### src/rtl/gpu_pipe_pkg.sv
// Shared helpers for the GPU pipeline blocks.
// Holds width arithmetic used by counters that must hold 0..N inclusive.
package gpu_pipe_pkg;

    function automatic int clog2_plus1(input int n);
        return $clog2(n + 1);
    endfunction

endpackage

### src/rtl/latency_sink_if.sv
// Valid/ready stream bundle used on the consumer side of latency_sink.
// The master drives valid/data, the slave answers with ready.
interface latency_sink_if #(
    parameter int WIDTH = 8
) ();
    logic             valid;
    logic             ready;
    logic [WIDTH-1:0] data;

    modport master (output valid, output data, input ready);
    modport slave  (input valid, input data, output ready);
endinterface

### src/rtl/sync_fifo_fwft.sv
// Circular first-word-fall-through FIFO with a 0..DEPTH count register.
// A read in the same cycle frees a slot for a write even when full.
module sync_fifo_fwft
    import gpu_pipe_pkg::*;
#(
    parameter int WIDTH = 8,
    parameter int DEPTH = 8
) (
    input  logic             clk,
    input  logic             reset,
    input  logic             wr_en,
    input  logic [WIDTH-1:0] wr_data,
    input  logic             rd_en,
    output logic [WIDTH-1:0] rd_data,
    output logic             full,
    output logic             empty
);
    localparam int AW = $clog2(DEPTH);
    localparam int CW = clog2_plus1(DEPTH);

    logic [WIDTH-1:0] mem [DEPTH];
    logic [AW-1:0]    wr_ptr;
    logic [AW-1:0]    rd_ptr;
    logic [CW-1:0]    count;
    logic             rd;
    logic             wr;

    assign full    = (count == CW'(DEPTH));
    assign empty   = (count == '0);
    assign rd      = rd_en && !empty;
    assign wr      = wr_en && (!full || rd);
    assign rd_data = empty ? '0 : mem[rd_ptr];

    // Storage has no reset; empty forces the visible head to zero.
    always_ff @(posedge clk) begin
        if (wr) begin
            mem[wr_ptr] <= wr_data;
        end
    end

    // Pointers wrap naturally; count moves only on unbalanced traffic.
    always_ff @(posedge clk or negedge reset) begin
        if (!reset) begin
            wr_ptr <= '0;
            rd_ptr <= '0;
            count  <= '0;
        end else begin
            if (wr) begin
                wr_ptr <= wr_ptr + 1'b1;
            end
            if (rd) begin
                rd_ptr <= rd_ptr + 1'b1;
            end
            if (wr && !rd) begin
                count <= count + 1'b1;
            end else if (rd && !wr) begin
                count <= count - 1'b1;
            end
        end
    end
endmodule

### src/rtl/latency_sink.sv
// Receiving end of a fixed-latency pipe: buffers results and hands out
// issue credits so every launched operation has a slot when it lands.
module latency_sink
    import gpu_pipe_pkg::*;
#(
    parameter int LATENCY = 5,
    parameter int WIDTH   = 8,
    parameter int DEPTH   = 8
) (
    input  logic                          clk,
    input  logic                          reset,
    input  logic                          issue_valid,
    output logic                          issue_ready,
    input  logic                          pipe_valid,
    input  logic [WIDTH-1:0]              pipe_data,
    latency_sink_if.master                out,
    output logic [clog2_plus1(DEPTH)-1:0] credits,
    output logic                          overflow
);
    localparam int CW = clog2_plus1(DEPTH);

    if (LATENCY < 1) begin : g_bad_latency
        $error("latency_sink: LATENCY must be >= 1");
    end
    if (DEPTH < 2 || (DEPTH & (DEPTH - 1)) != 0) begin : g_bad_depth
        $error("latency_sink: DEPTH must be a power of two >= 2");
    end

    logic fifo_full;
    logic fifo_empty;
    logic issue_fire;
    logic out_fire;

    sync_fifo_fwft #(
        .WIDTH (WIDTH),
        .DEPTH (DEPTH)
    ) u_fifo (
        .clk     (clk),
        .reset   (reset),
        .wr_en   (pipe_valid),
        .wr_data (pipe_data),
        .rd_en   (out.ready),
        .rd_data (out.data),
        .full    (fifo_full),
        .empty   (fifo_empty)
    );

    assign out.valid   = !fifo_empty;
    assign out_fire    = out.valid && out.ready;
    assign issue_ready = (credits != '0);
    assign issue_fire  = issue_valid && issue_ready;

    // Credit pool: issue takes one, output returns one; held at DEPTH
    // so stray results after a reset cannot inflate the pool.
    always_ff @(posedge clk or negedge reset) begin
        if (!reset) begin
            credits <= CW'(DEPTH);
        end else if (issue_fire && !out_fire) begin
            credits <= credits - 1'b1;
        end else if (out_fire && !issue_fire && credits != CW'(DEPTH)) begin
            credits <= credits + 1'b1;
        end
    end

    // Sticky flag for a result that found no room and was dropped.
    always_ff @(posedge clk or negedge reset) begin
        if (!reset) begin
            overflow <= 1'b0;
        end else if (pipe_valid && fifo_full && !out_fire) begin
            overflow <= 1'b1;
        end
    end
endmodule

### src/flat_wrapper.sv
// flat-port wrapper written by rule: the top's interface ports become plain ports
module latency_sink_flat import gpu_pipe_pkg::*;
#(
    parameter int LATENCY = 5,
    parameter int WIDTH   = 8,
    parameter int DEPTH   = 8
)
  (clk, reset, issue_valid, issue_ready, pipe_valid, pipe_data, credits, overflow, out_valid, out_data, out_ready);
  latency_sink_if #(.WIDTH(WIDTH)) out_i ();
  input  logic clk;
  input  logic reset;
  input  logic issue_valid;
  output logic issue_ready;
  input  logic pipe_valid;
  input  logic [WIDTH-1:0] pipe_data;
  output logic [clog2_plus1(DEPTH)-1:0] credits;
  output logic overflow;
  output wire logic [$bits(out_i.valid)-1:0] out_valid;
  output wire logic [$bits(out_i.data)-1:0] out_data;
  input wire logic [$bits(out_i.ready)-1:0] out_ready;
  assign out_valid = out_i.valid;
  assign out_data = out_i.data;
  assign out_i.ready = out_ready;
  latency_sink #(.LATENCY(LATENCY), .WIDTH(WIDTH), .DEPTH(DEPTH)) u_core (.clk(clk), .reset(reset), .issue_valid(issue_valid), .issue_ready(issue_ready), .pipe_valid(pipe_valid), .pipe_data(pipe_data), .out(out_i), .credits(credits), .overflow(overflow));
endmodule
### config.mk
export PLATFORM = sky130hd
export DESIGN_NAME = latency_sink_flat
export DESIGN_NICKNAME = d
export VERILOG_FILES = /design/src/rtl/gpu_pipe_pkg.sv /design/src/rtl/latency_sink_if.sv /design/src/rtl/sync_fifo_fwft.sv /design/src/rtl/latency_sink.sv /design/src/flat_wrapper.sv
export SDC_FILE = /design/constraint.sdc
export NUM_CORES = 1
export LEC_CHECK = 0
export BUFFER_PORTS_ARGS = -buffer_cell sky130_fd_sc_hd__buf_2
export CAP_MARGIN = 0
export CORE_MARGIN = 5
export CORE_UTILIZATION = 45
export CTS_CLUSTER_DIAMETER = 40
export CTS_CLUSTER_SIZE = 28
export DETAILED_ROUTE_END_ITERATION = 8
export GPL_TIMING_DRIVEN = 0
export PLACE_DENSITY_LB_ADDON = 0.2
export SYNTH_ARGS = -nofsm -noshare
export SYNTH_HDL_FRONTEND = slang
export SYNTH_SLANG_ARGS = --single-unit
export TNS_END_PERCENT = 30
### constraint.sdc
create_clock -name clk -period 2.4 [get_ports clk]
set_input_delay 0.24 -clock clk [delete_from_list [all_inputs] [get_ports clk]]
set_output_delay 0.24 -clock clk [all_outputs]
set_load 0.01 [all_outputs]
---- Word-level counts from Yosys, hierarchy flattened ----
Memory sizes are Yosys's and may differ from the RTL's.
Index checks and enable logic that the tools add are counted.
word-level totals
  bits in writable memories ............... 64
  logic and storage cells ................. 41
  memories kept ........................... 1
  flip-flop bits (word level) ............. 15
  output and inout bits ................... 15
memories
  memory             depth  width  read ports  clocked after memory_dff  wr ports  line                  text
  u_core.u_fifo.mem  8      8      1           0                         1         sync_fifo_fwft.sv:21  logic [WIDTH-1:0] mem [DEPTH];
operators by class
  reduce and logical (&&, ||, !) cells .... 20
  add/sub/neg operators ................... 6
  mux-type cells .......................... 7
  equality and inequality tests ........... 2
operators with widths
  operator             count
  $mux 4               4
  $logic_and 1x1->1    10
  $add 4x1->4 const B  2
  $mux 8               1
  $sub 4x1->4 const B  2
  $add 3x1->3 const B  2
  $logic_not 1->1      5
  $eq 4x4->1 const B   1
  $logic_not 4->1      1
  $ne 4x4->1 const B   1
  $reduce_bool 2->1    2
  $reduce_bool 4->1    1
  $mux 1               2
  $logic_or 1x1->1     1

---- Logic depth before layout (Yosys ltp) ----
  depth after elaboration ................. 9
  gate-level depth with buffers ........... 10
  mapped depth without buffers ............ 10

---- Modules after synthesis ----
Synthesis repeated with hierarchy kept, for this count alone.
second synthesis, totals
  cell total of the unflattened synthesis .. 204
  area total of the unflattened synthesis .. 3,443.3 um2
modules (own cells, without submodules)
  module          sequential area each (um2)  times used  cells an instance  area each (um2)
  sync_fifo_fwft  2,172.1                     1           158                3,056.7
  latency_sink    126.4                       1           46                 386.6

---- Least setup slack after synthesis ----
OpenSTA, ideal clock, no wires.
  path type ............................... register to register
  start ................................... register u_core.u_fifo.count[1]
  end ..................................... register u_core.credits[3]
  buffers on the path ..................... 0
  cell stages (with the launch flop) ...... 10
  period minus slack after synthesis ...... 2.463 ns
  path slack .............................. -0.063 ns
  arrival time ............................ 2.399 ns
  setup time .............................. 0.064 ns
  required time ........................... 2.336 ns
  path through ............................ dfrtp_1 nor4_4 nor2b_4 clkinv_4 and3_1 ha_1 a21oi_1 nand2_1 or4_1 nand3_1
on the way
  longest elaborated chain between the ends .. 6
  elaborated cells on any way between the ends .. 9
ends and longest elaborated chain
  what                                                  line                                    text
  start: declaration                                    sync_fifo_fwft.sv:24                    logic [CW-1:0] count;
  start signal: assignment                              sync_fifo_fwft.sv:55                    count <= count + 1'b1;
  start signal: assignment                              sync_fifo_fwft.sv:57                    count <= count - 1'b1;
  $logic_not 4->1 *                                     sync_fifo_fwft.sv:29                    assign empty = (count == '0);
  $logic_not 1->1 *                                     latency_sink.sv:48                      assign out.valid = !fifo_empty;
  $logic_and 1x1->1 *                                   latency_sink.sv:49                      assign out_fire = out.valid && out.ready;
  $logic_not 1->1 or $logic_and 1x1->1 (tied branches)  latency_sink.sv:58, latency_sink.sv:60
  $logic_and 1x1->1 (on tied branches)                  latency_sink.sv:58, latency_sink.sv:60
  $mux 4 or $reduce_bool 2->1 (tied branches)           -
  end signal: assignment                                latency_sink.sv:57                      credits <= CW'(DEPTH);
  end signal: assignment                                latency_sink.sv:59                      credits <= credits - 1'b1;
  end signal: assignment                                latency_sink.sv:61                      credits <= credits + 1'b1;
  end: declaration                                      latency_sink.sv:17                      output logic [clog2_plus1(DEPTH)-1:0] credits,
Mark *: on every way between the ends. The rest lies on a longest branch, timed or not.
A chain may end at the register's enable or synchronous reset.

---- Worst setup path after layout ----
  start ................................... register u_core.u_fifo.count[1]
  end ..................................... register u_core.u_fifo.count[3]
on the way
  longest elaborated chain between the ends .. 8
  elaborated cells on any way between the ends .. 16
ends and longest elaborated chain
  what
  parallel branches: the longest is 8 deep, another holds $sub 4x1->4
Parallel ways; which one is timed is not known. The select of a mux whose other input is x is not followed.

==> impl_metrics.toml <==
[place]
portBuffers = 27
gp_congestion = 0.6930
hpwlAfterDp_um = 3974
preCtsSetupSlack_ns = -0.5561
placement.cell_area_sq_um = 3613

[route]
highest_layer = "met4"
dr_total_vias = 1832
post_drt_wl_per_cell_um = 17.97
met3_length_um = 265
first_pass_iters = 4
drtAntennaViolNets = 0
drt-initial-drc-count = 114
wl_met2_um = 3048
drt_wl_total_um = 6291
drt-met1-wl_um = 2896
viasPerCell = 5.234
remaining_drc_errors = 0

[timing]
finalClockSkew_ns = 0.007230
slew_violations = 0
setup_viol = 0
tightest_slew_ns = 0.9624
fmax_ghz = 0.4349
min_period_ns = 2.299
worst_slack_ns = 0.1008
hold_viol = 0
post-route-period-util_pct = 95.80
timing.hold.ws_ns = 0.1460
slew_headroom_pct = 35.60

[die]
start_util_pct = 46.13
core_sq_um = 7253
dieArea_sq_um = 9259
ios = 28
die_y_um = 96.23
die_w_um = 96.23
rows = 31

[worst_setup_path]
rr_worst_depth = 10
rr_startpoint = "u_core.u_fifo.count[1]"
cpMaxStageDelayCell = "dfrtp_2"
worstPathCellList = "nor4_4, nor2b_4, clkinv_4, ha_2, inv_2, ha_1, a21o_1, a21oi_2, mux2i_1, xnor2_1"
arrival_ns = 2.56
crit_fanout = 5
startpoint_type = "flip-flop"
ff2ff_setup_slack_ns = 0.10
path_class = "reg2reg"
required_ns = 2.66
worst_setup_path_end_kind = "flip-flop"
critPathMaxStageDelay_ns = 0.48
r2r-end = "u_core.u_fifo.count[3]"

[logic_synthesis]
yosys-top-cells-area = "edfxtp_1 (57%), mux4_2 (11%), dfrtp_1 (10%)"
ys_types = 34
synth_top_area_share_pct = 57.44
ys_warn_count = 0
ys_seq_elements = 79
synth.net_count = 214
avgSynthCellArea_sq_um = 17.43
synthesis.area_sq_um = 3346
synth_seq_area_share_pct = 68.70
yosys.area.top_type = "edfxtp_1"
synthCells = 192

[finish]
fin_nets = 268
diodes = 0
final_cell_mix = "edfxtp_1 (64), buf_2 (28), nor2_1 (17)"
layout-area-overhead-vs-synth_pct = 21.47
fin_area_sq_um = 4064
final_layout_size_suffix_gt1_share_pct = 40.24
final_common_cell = "edfxtp_1"

[pwr]
switching_power_mw = 1.655
power.leakage_nw = 1.502
vdd_drop_max_v = 0.0004979
power_frac_comb_pct = 37.5
swShare_pct = 32.31
internal-power_mw = 3.466
power_frac_seq_pct = 39.3
power_frac_clock_pct = 23.2
power_density_nw_per_um2 = 1260
totalPowerFinal_mw = 5.121

[clock_network]
cts_tree = "done"
cts_buffers = 9
clk_latency_ns = 0.34
root_buffer = "clkbuf_8"
cts_sinks = 79
max-clock-path-buffers = 2
htree_num_levels = 3
clk_pin_slew_ns = 0.08

[global_routing]
grt_usage_pct = 14.91
grt_pass1_wl_um = 9811
first_global_vias = 1795
antenna_found_initial = 0
gr-total-overflow = 0
grt_start_max_net_pins = 16

[status]
outcome = "finished, final reports clean"

[min_path]
min-delay-path-class = "in2reg"
worstHoldStart = "pipe_valid"
hold_end = "u_core.overflow"
min_path_cells = 2

[job]
drv_cap = 0
## synthesized netlist by cell type
| library cell | count |
|---|---|
| nand2b_1 | 3 |
| inv_1 | 6 |
| and3_1 | 1 |
| nor4_4 | 1 |
| edfxtp_1 | 64 |
| dfstp_2 | 1 |
| mux2i_1 | 9 |
| a21boi_1 | 1 |
| nand4_1 | 1 |
| ha_1 | 7 |
| xor2_1 | 2 |
| mux4_2 | 16 |
| o211ai_1 | 1 |
| xnor2_1 | 7 |
| o21ai_0 | 2 |
| nor4_1 | 1 |
| nand3_1 | 3 |
| buf_2 | 2 |
| nor2_1 | 17 |
| mux2_2 | 3 |
| a22o_1 | 2 |
| or4_1 | 2 |
| nor2b_4 | 1 |
| nand2_1 | 10 |
| a21o_1 | 2 |
| a211o_1 | 1 |
| clkbuf_1 | 1 |
| a21oi_1 | 2 |
| nor3_1 | 3 |
| dfrtp_1 | 14 |
| buf_1 | 2 |
| fa_1 | 2 |
| clkinv_4 | 1 |
| a31o_2 | 1 |
## worst max path at each step
stage,from,to,slack [ns],depth (start not counted)
after CTS,u_core.u_fifo.count[3],u_core.u_fifo.count[3],-0.0001,10
after floorplan,u_core.u_fifo.count[3],u_core.credits[3],0.0003,9
after detailed placement,u_core.u_fifo.count[0],u_core.credits[3],-0.56,9
after global routing,u_core.u_fifo.count[1],u_core.u_fifo.count[3],-0.03,10
final,u_core.u_fifo.count[1],u_core.u_fifo.count[3],0.10,10
after global placement,u_core.u_fifo.count[0],u_core.credits[3],-0.50,9
## power by group through the flow
stage / logic, mW / clock network, mW / registers, mW
finish: 1.92 / 1.19 / 2.01
global route: 2.13 / 1.27 / 2.05
CTS: 1.83 / 1.20 / 2.02
detailed placement: 1.75 / 0 / 2.02
global placement: 1.71 / 0 / 2.01
floorplan: 1.23 / 0 / 1.99
## per-layer routing
metal | GRT usage, % | up-vias
met3 | 3.049 | 8
met2 | 23.52 | 38
met1 | 20.20 | 936
met4 | 6.043 | 0
met5 | 0 | -
li1 | - | 850
## flip-flops by register name (all words and copies together) (netlist names)
register              count
u_core.u_fifo.mem        64
u_core.credits            4
u_core.u_fifo.count       4
u_core.u_fifo.rd_ptr      3
u_core.u_fifo.wr_ptr      3
u_core.overflow           1
## critical path: cells and delay by family, from the launching register on
| family | cells | cell delay (ns) |
|---|---|---|
| flip-flops | 1 | 0.48 |
| multiplexers | 1 | 0.23 |
| adder cells (fa/ha/maj) | 2 | 0.44 |
| AND/OR/NAND/NOR | 2 | 0.48 |
| XOR/XNOR | 1 | 0.14 |
| buffers and inverters | 2 | 0.13 |
| AO/OA/AOI/OAI | 2 | 0.31 |
## logic make-up after synthesis
kind of cell / Yosys count / share of synthesized area, %
AOI/OAI and AO/OA: 12 / 2.543
xor gates and xnor gates: 9 / 2.356
adders and majority gates: 9 / 3.814
buffers and inverters: 12 / 1.571
DFF: 79 / 68.70
muxes: 28 / 14.47
and+or+nand+nor: 43 / 6.545
## metrics by stage
step / setup TNS [ns] / util [%] / cells
3_3_place_gp: -7.629 / 49.82 / 318
4_1_cts: -0.00009814 / 54.37 / 337
2_1_floorplan: 0 / - / 192
3_5_place_dp: -9.092 / 49.82 / 318
6_report: 0 / 56.03 / 350
5_1_grt: -0.02668 / 56.03 / 350
## final cells by class
class                   count  area [sq um]
repair buffers             43         257.7
multi-input cells         101          1062
well taps                  99         123.9
clock inverters             6         116.4
clock buffers              10         127.6
fillers                   578          3189
plain buffers               5         40.04
flip-flops and latches     79          2305
inverters                   7         31.28
## what timing repair did
action,4_1_cts,5_1_grt
setup endpoints to repair,54,4
hold buffers,1,0
setup buffers,2,13
pin swaps,3,6
endpoints found under the hold margin,14,0
gates resized for setup,17,5
No activity file was read; power rests on OpenSTA's default activity.
